File: src/rtl/rotate_stage.sv
// rtl/rotate_stage.sv - serial 1600-bit rho lane-rotation stage
//
// Purpose: accepts a 1600-bit state one bit per cycle in slice-major order,
// stores it as 25 lanes x 64 bits, then streams the state back out in the
// same order with every lane rotated by its fixed rho offset.
//
// Ports:
//   clk      - system clock, rising edge
//   rst      - asynchronous active-low reset
//   start    - begin a new pass (honoured only when idle)
//   in_valid - qualifies din while loading
//   din      - serial input bit, slice z outer (0..63), lane L inner (0..24)
//   ready    - high while the stage is loading
//   en       - qualifies pout, high for 1600 consecutive cycles per pass
//   pout     - serial rotated output bit, same ordering as din
//   co_c25   - marks the output cycle carrying lane 24 of a slice
//   co_c64   - marks the output cycles of slice 63
//   done     - one-cycle pulse after the final output bit
module rotate_stage (
  input  logic clk,
  input  logic rst,
  input  logic start,
  input  logic in_valid,
  input  logic din,
  output logic ready,
  output logic en,
  output logic pout,
  output logic co_c25,
  output logic co_c64,
  output logic done
);

  typedef enum logic [1:0] {
    S_IDLE,
    S_LOAD,
    S_EMIT,
    S_DONE
  } state_e;

  state_e     state_q, state_d;
  logic [4:0] c25_q, c25_d;
  logic [5:0] c64_q, c64_d;

  logic ready_q, ready_d;
  logic en_q, en_d;
  logic pout_q, pout_d;
  logic co25_q, co25_d;
  logic co64_q, co64_d;
  logic done_q, done_d;

  // Lane storage, indexed [lane][slice]; never reset because every bit is
  // rewritten during LOAD before EMIT reads it.
  logic [63:0] a_q [25];

  logic        wr_en;
  logic        last_pos;
  logic [63:0] rd_lane;
  logic [5:0]  rd_slice;

  // Per-lane rho rotation amounts.
  function automatic logic [5:0] rho_off(input logic [4:0] lane);
    case (lane)
      5'd0:    rho_off = 6'd0;
      5'd1:    rho_off = 6'd1;
      5'd2:    rho_off = 6'd62;
      5'd3:    rho_off = 6'd28;
      5'd4:    rho_off = 6'd27;
      5'd5:    rho_off = 6'd36;
      5'd6:    rho_off = 6'd44;
      5'd7:    rho_off = 6'd6;
      5'd8:    rho_off = 6'd55;
      5'd9:    rho_off = 6'd20;
      5'd10:   rho_off = 6'd3;
      5'd11:   rho_off = 6'd10;
      5'd12:   rho_off = 6'd43;
      5'd13:   rho_off = 6'd25;
      5'd14:   rho_off = 6'd39;
      5'd15:   rho_off = 6'd41;
      5'd16:   rho_off = 6'd45;
      5'd17:   rho_off = 6'd15;
      5'd18:   rho_off = 6'd21;
      5'd19:   rho_off = 6'd8;
      5'd20:   rho_off = 6'd18;
      5'd21:   rho_off = 6'd2;
      5'd22:   rho_off = 6'd61;
      5'd23:   rho_off = 6'd56;
      5'd24:   rho_off = 6'd14;
      default: rho_off = 6'd0;
    endcase
  endfunction

  assign last_pos = (c25_q == 5'd24) && (c64_q == 6'd63);

  always_comb begin
    state_d = state_q;
    c25_d   = c25_q;
    c64_d   = c64_q;
    wr_en   = 1'b0;

    case (state_q)
      S_IDLE: begin
        if (start) begin
          state_d = S_LOAD;
          c25_d   = 5'd0;
          c64_d   = 6'd0;
        end
      end
      S_LOAD: begin
        if (in_valid) begin
          wr_en = 1'b1;
          if (last_pos) begin
            state_d = S_EMIT;
            c25_d   = 5'd0;
            c64_d   = 6'd0;
          end else if (c25_q == 5'd24) begin
            c25_d = 5'd0;
            c64_d = c64_q + 6'd1;
          end else begin
            c25_d = c25_q + 5'd1;
          end
        end
      end
      S_EMIT: begin
        if (last_pos) begin
          state_d = S_DONE;
          c25_d   = 5'd0;
          c64_d   = 6'd0;
        end else if (c25_q == 5'd24) begin
          c25_d = 5'd0;
          c64_d = c64_q + 6'd1;
        end else begin
          c25_d = c25_q + 5'd1;
        end
      end
      S_DONE: begin
        state_d = S_IDLE;
      end
      default: begin
        state_d = S_IDLE;
      end
    endcase
  end

  // Outputs are registered from the next-state counters, so the register
  // holds the bit for the position the counters point at during EMIT.
  // The wrap of the 6-bit subtraction gives the mod-64 rotation for free.
  always_comb begin
    rd_lane  = a_q[c25_d];
    rd_slice = c64_d - rho_off(c25_d);
    ready_d  = (state_d == S_LOAD);
    en_d     = (state_d == S_EMIT);
    pout_d   = en_d & rd_lane[rd_slice];
    co25_d   = en_d & (c25_d == 5'd24);
    co64_d   = en_d & (c64_d == 6'd63);
    done_d   = (state_d == S_DONE);
  end

  always_ff @(posedge clk or negedge rst) begin
    if (!rst) begin
      state_q <= S_IDLE;
      c25_q   <= 5'd0;
      c64_q   <= 6'd0;
      ready_q <= 1'b0;
      en_q    <= 1'b0;
      pout_q  <= 1'b0;
      co25_q  <= 1'b0;
      co64_q  <= 1'b0;
      done_q  <= 1'b0;
    end else begin
      state_q <= state_d;
      c25_q   <= c25_d;
      c64_q   <= c64_d;
      ready_q <= ready_d;
      en_q    <= en_d;
      pout_q  <= pout_d;
      co25_q  <= co25_d;
      co64_q  <= co64_d;
      done_q  <= done_d;
    end
  end

  always_ff @(posedge clk) begin
    if (wr_en) begin
      a_q[c25_q][c64_q] <= din;
    end
  end

  assign ready  = ready_q;
  assign en     = en_q;
  assign pout   = pout_q;
  assign co_c25 = co25_q;
  assign co_c64 = co64_q;
  assign done   = done_q;

endmodule

File: config.mk
export PLATFORM = sky130hd
export DESIGN_NAME = rotate_stage
export DESIGN_NICKNAME = d
export VERILOG_FILES = /design/src/rtl/rotate_stage.sv
export SDC_FILE = /design/constraint.sdc
export NUM_CORES = 2
export LEC_CHECK = 0
export CAP_MARGIN = 20
export CELL_PAD_IN_SITES_DETAIL_PLACEMENT = 0
export CELL_PAD_IN_SITES_GLOBAL_PLACEMENT = 1
export CORE_ASPECT_RATIO = 1.1
export CORE_UTILIZATION = 47
export CTS_CLUSTER_DIAMETER = 50
export CTS_CLUSTER_SIZE = 14
export DETAILED_ROUTE_END_ITERATION = 8
export PLACE_DENSITY = 0.85
export SLEW_MARGIN = 20
export SYNTH_ARGS = -nofsm -noshare
export SYNTH_HDL_FRONTEND = slang
export SYNTH_SLANG_ARGS = --single-unit
File: constraint.sdc
create_clock -name clk -period 5.3 [get_ports clk]
set_input_delay 1.325 -clock clk [delete_from_list [all_inputs] [get_ports clk]]
set_output_delay 1.325 -clock clk [all_outputs]
set_load 0.02 [all_outputs]
==> impl_results.md <==
* Status: completed
* Startpoint type of the worst setup path: input port
* Root Driver: clkbuf_16
* Routed Antenna Nets at 0
* Final period demand of the worst path at 5.24 ns
* Vias at 55000
* Per-cell routed wire length at 30.2 microns
* Share of cells above drive strength 1 at 12.0%
* Final setup violating endpoints at 0
* Synth Flop Type: edfxtp_1
* Core Area at 0.152 sq mm
* Worst-margin pin slew at 1.14 ns
* Clock Skews at 0.0310 ns
* Initial drt markers at 9185
* #FFs+latches synth at 1619
* Max Slew Vio Count at 0
* Number of flops mapped to enable cells by yosys at 1600
* Inserted Clock Buffers at 149
* Most frequent cells in the layout: nor2_1 (1708), edfxtp_1 (1600), nand2_1 (978), buf_4 (391), nand3_1 (201)
* Final hold violations at 0
* Fmax at 191 MHz
* Data arrival, critical path at 5.94 ns
* Dpl cells at 8209
* CTS max path bufs at 3
* Syn nets at 6412
* Dpl hpwl at 137000 microns
* Max cap viols at 0
* Postcts setup bufs at 0
* CTS tree: done
* Non-Filler Instances at 8437
* Initial Util at 47.4%
* FFs w/ async S/R, synth at 1.17%
* Syn Area/Cell at 11.3 sq um
* Number of port buffers at 10
* Hold crit path type: input port to async pin
* H-tree depth at 4
* Multiplexer area fraction after synthesis at 2.24%
* Clock-pin slew on the worst setup and hold paths at 0.06 ns
* Worst slew margin at 23.8%
* Vias in the first global route at 50900
* Leakage at 25.3 nW
* Compound-Gate Fraction of Synth Area at 8.67%
* Row count at 150
* Hold Buf Count CTS at 0
* Filler cells at 12900
* Crit. End Element: flip-flop
* Initial antenna violation count at 8
* Area growth syn-to-layout at 12.2%
* Largest net degree at the start of global routing at 221
* WHS at 0.514 ns
* Library cells used by synthesis at 96
* Maximum vdd drop at 0.000533 V
* Die Width at 375 microns
* DRC at 0
* RSZ-0062 raised after global routing: no
* Most common cell after layout, fill and taps aside: nor2_1
* Seq/Total Area, Yosys at 67.3%
* Simple-gate share of the synthesized area at 17.4%
* Worst Path Max Fanout at 8
* Multi-input gate area at 0.0213 sq mm
* Skew-Pair Late Insertion Delay at 0.82 ns
* GRT overflow at 0
* Mapped cell area at 0.0721 sq mm
* Routed WL at 255000 microns
* CP required at 6.00 ns
* First-pass GRT wire length at 360000 microns
* Syn. warnings at 0
* Global-route usage over all layers at 32.3%
* Placer Congestion at 1.02
* I/O pins at 11
* Placed Area at 0.0762 sq mm
* Vias per Instance at 6.52
* Register area at 0.0485 sq mm
* Die ar. at 0.155 sq mm
* Cells after Synth at 6390
* Synth Area in XOR/XNOR at 0.134%
* Die Span Y at 413 microns
* Critical setup path kind: input port to flip-flop
* Post-layout net count at 6407
* Largest family of logic cells by synthesized area: simple AND/OR/NAND/NOR gates
* Post-synthesis adder-cell area fraction at 0.306%
* Pwr per Cell Area at 575 mW/mm^2
* Clk sinks at 1619
* Pre-antenna DRT Iters at 9
* Final worst-path cycle share at 98.9%
* Post-route cell area at 0.0809 sq mm
* Cts repair resizes at 0
## state kept, by name, indices dropped and copies added, names as in the netlist, 2 cells and up
register,flops
a_q,1600
c25_q,5
c64_q,6
state_q,2
## where the power goes
group / total [mW] / leakage [nW] / switching [mW] / internal [mW]
sequential: 14.2 / 14.6 / 0.0548 / 14.1
clock: 10.6 / 2.20 / 4.86 / 5.75
combinational: 21.8 / 8.46 / 14.7 / 7.02
## final timing paths
path / to / slack [ns] / start / cells after the start
hold reg to reg: c64_q[0] / 0.78 / c64_q[0] / 1
min in group clk: c64_q[0] / 0.78 / c64_q[0] / 1
setup / recovery: pout / 0.06 / in_valid / 18
hold / removal: co_c25 / 0.51 / rst / 1
max in group asynchronous: c64_q[0] / 4.38 / rst / 1
setup reg to reg: pout / 0.28 / c25_q[1] / 20
## layout make-up
type | count | share of cell area, %
Sequential cell | 1619 | 60.0
Multi-Input combinational cell | 4152 | 26.4
Clock buffer | 176 | 4.87
Timing Repair Buffer | 444 | 4.81
Tap cell | 1976 | 3.06
Clock inverter | 48 | 0.773
Inverter | 19 | 0.122
Antenna cell | 3 | 0.00928
## logic make-up after synthesis
kind of cell / after synthesis
and+or+nand+nor: 3125
muxes: 149
DFF: 1619
xor gates and xnor gates: 11
buffers and inverters: 619
AOI/OAI and AO/OA: 850
adders and majority gates: 17
## routing by layer
| metal | track usage [%] | vias to the layer above | share of wire, % |
|---|---|---|---|
| met1 | 42.0 | 27200 | 35 |
| met3 | 8.26 | 852 | 14 |
| li1 | - | 22800 | - |
| met5 | 0 | - | 0.025 |
| met2 | 49.2 | 4123 | 44 |
| met4 | 18.7 | 8 | 6.7 |
## worst max-delay path, stage by stage
cell             delay [ns]
clkdlybuf4s50_1        0.60
buf_4                  0.17
nand3b_4               0.11
buf_4                  0.19
a2111o_2               0.46
buf_12                 0.17
buf_4                  0.17
a211oi_4               0.43
buf_12                 0.21
a32oi_1                0.07
a31o_1                 0.24
o21ai_0                0.39
a221oi_1               0.23
buf_4                  0.18
a311o_1                0.38
a32oi_1                0.23
nor3_1                 0.07
o311a_1                0.29
## through the flow
stage | worst slack, ns | util (%) | TNS [ns] | total power [mW]
5_1_grt | 0.00911 | 53.2 | 0 | 47.2
3_3_place_gp | -0.857 | 50.2 | -0.857 | 35.0
4_1_cts | 0.133 | 53.2 | 0 | 45.5
6_report | 0.0582 | 53.2 | 0 | 46.5
3_5_place_dp | -0.716 | 50.2 | -0.716 | 35.1
2_1_floorplan | 0.00218 | - | 0 | 24.4
## synth_stat cells (19+ instances only)
library cell / instances / area share, %
nand3_1: 212 / 1.5
buf_1: 29 / 0.15
buf_2: 154 / 1.1
a311oi_1: 89 / 1.1
mux2i_1: 97 / 1.3
o211ai_1: 25 / 0.26
a211oi_1: 57 / 0.59
nor3_1: 32 / 0.22
nor2_1: 1715 / 8.9
a32oi_1: 56 / 0.68
dfrtp_1: 19 / 0.66
a31oi_1: 113 / 0.98
nand4_1: 23 / 0.20
o21ai_0: 90 / 0.62
clkbuf_1: 357 / 1.9
o221ai_1: 25 / 0.30
o22ai_1: 93 / 0.81
mux2_2: 45 / 0.70
edfxtp_1: 1600 / 67
a221oi_1: 39 / 0.47
a21oi_1: 83 / 0.58
nand2_1: 992 / 5.2
and3_1: 100 / 0.87
buf_4: 42 / 0.44
Power figures use the tool's default switching activity.
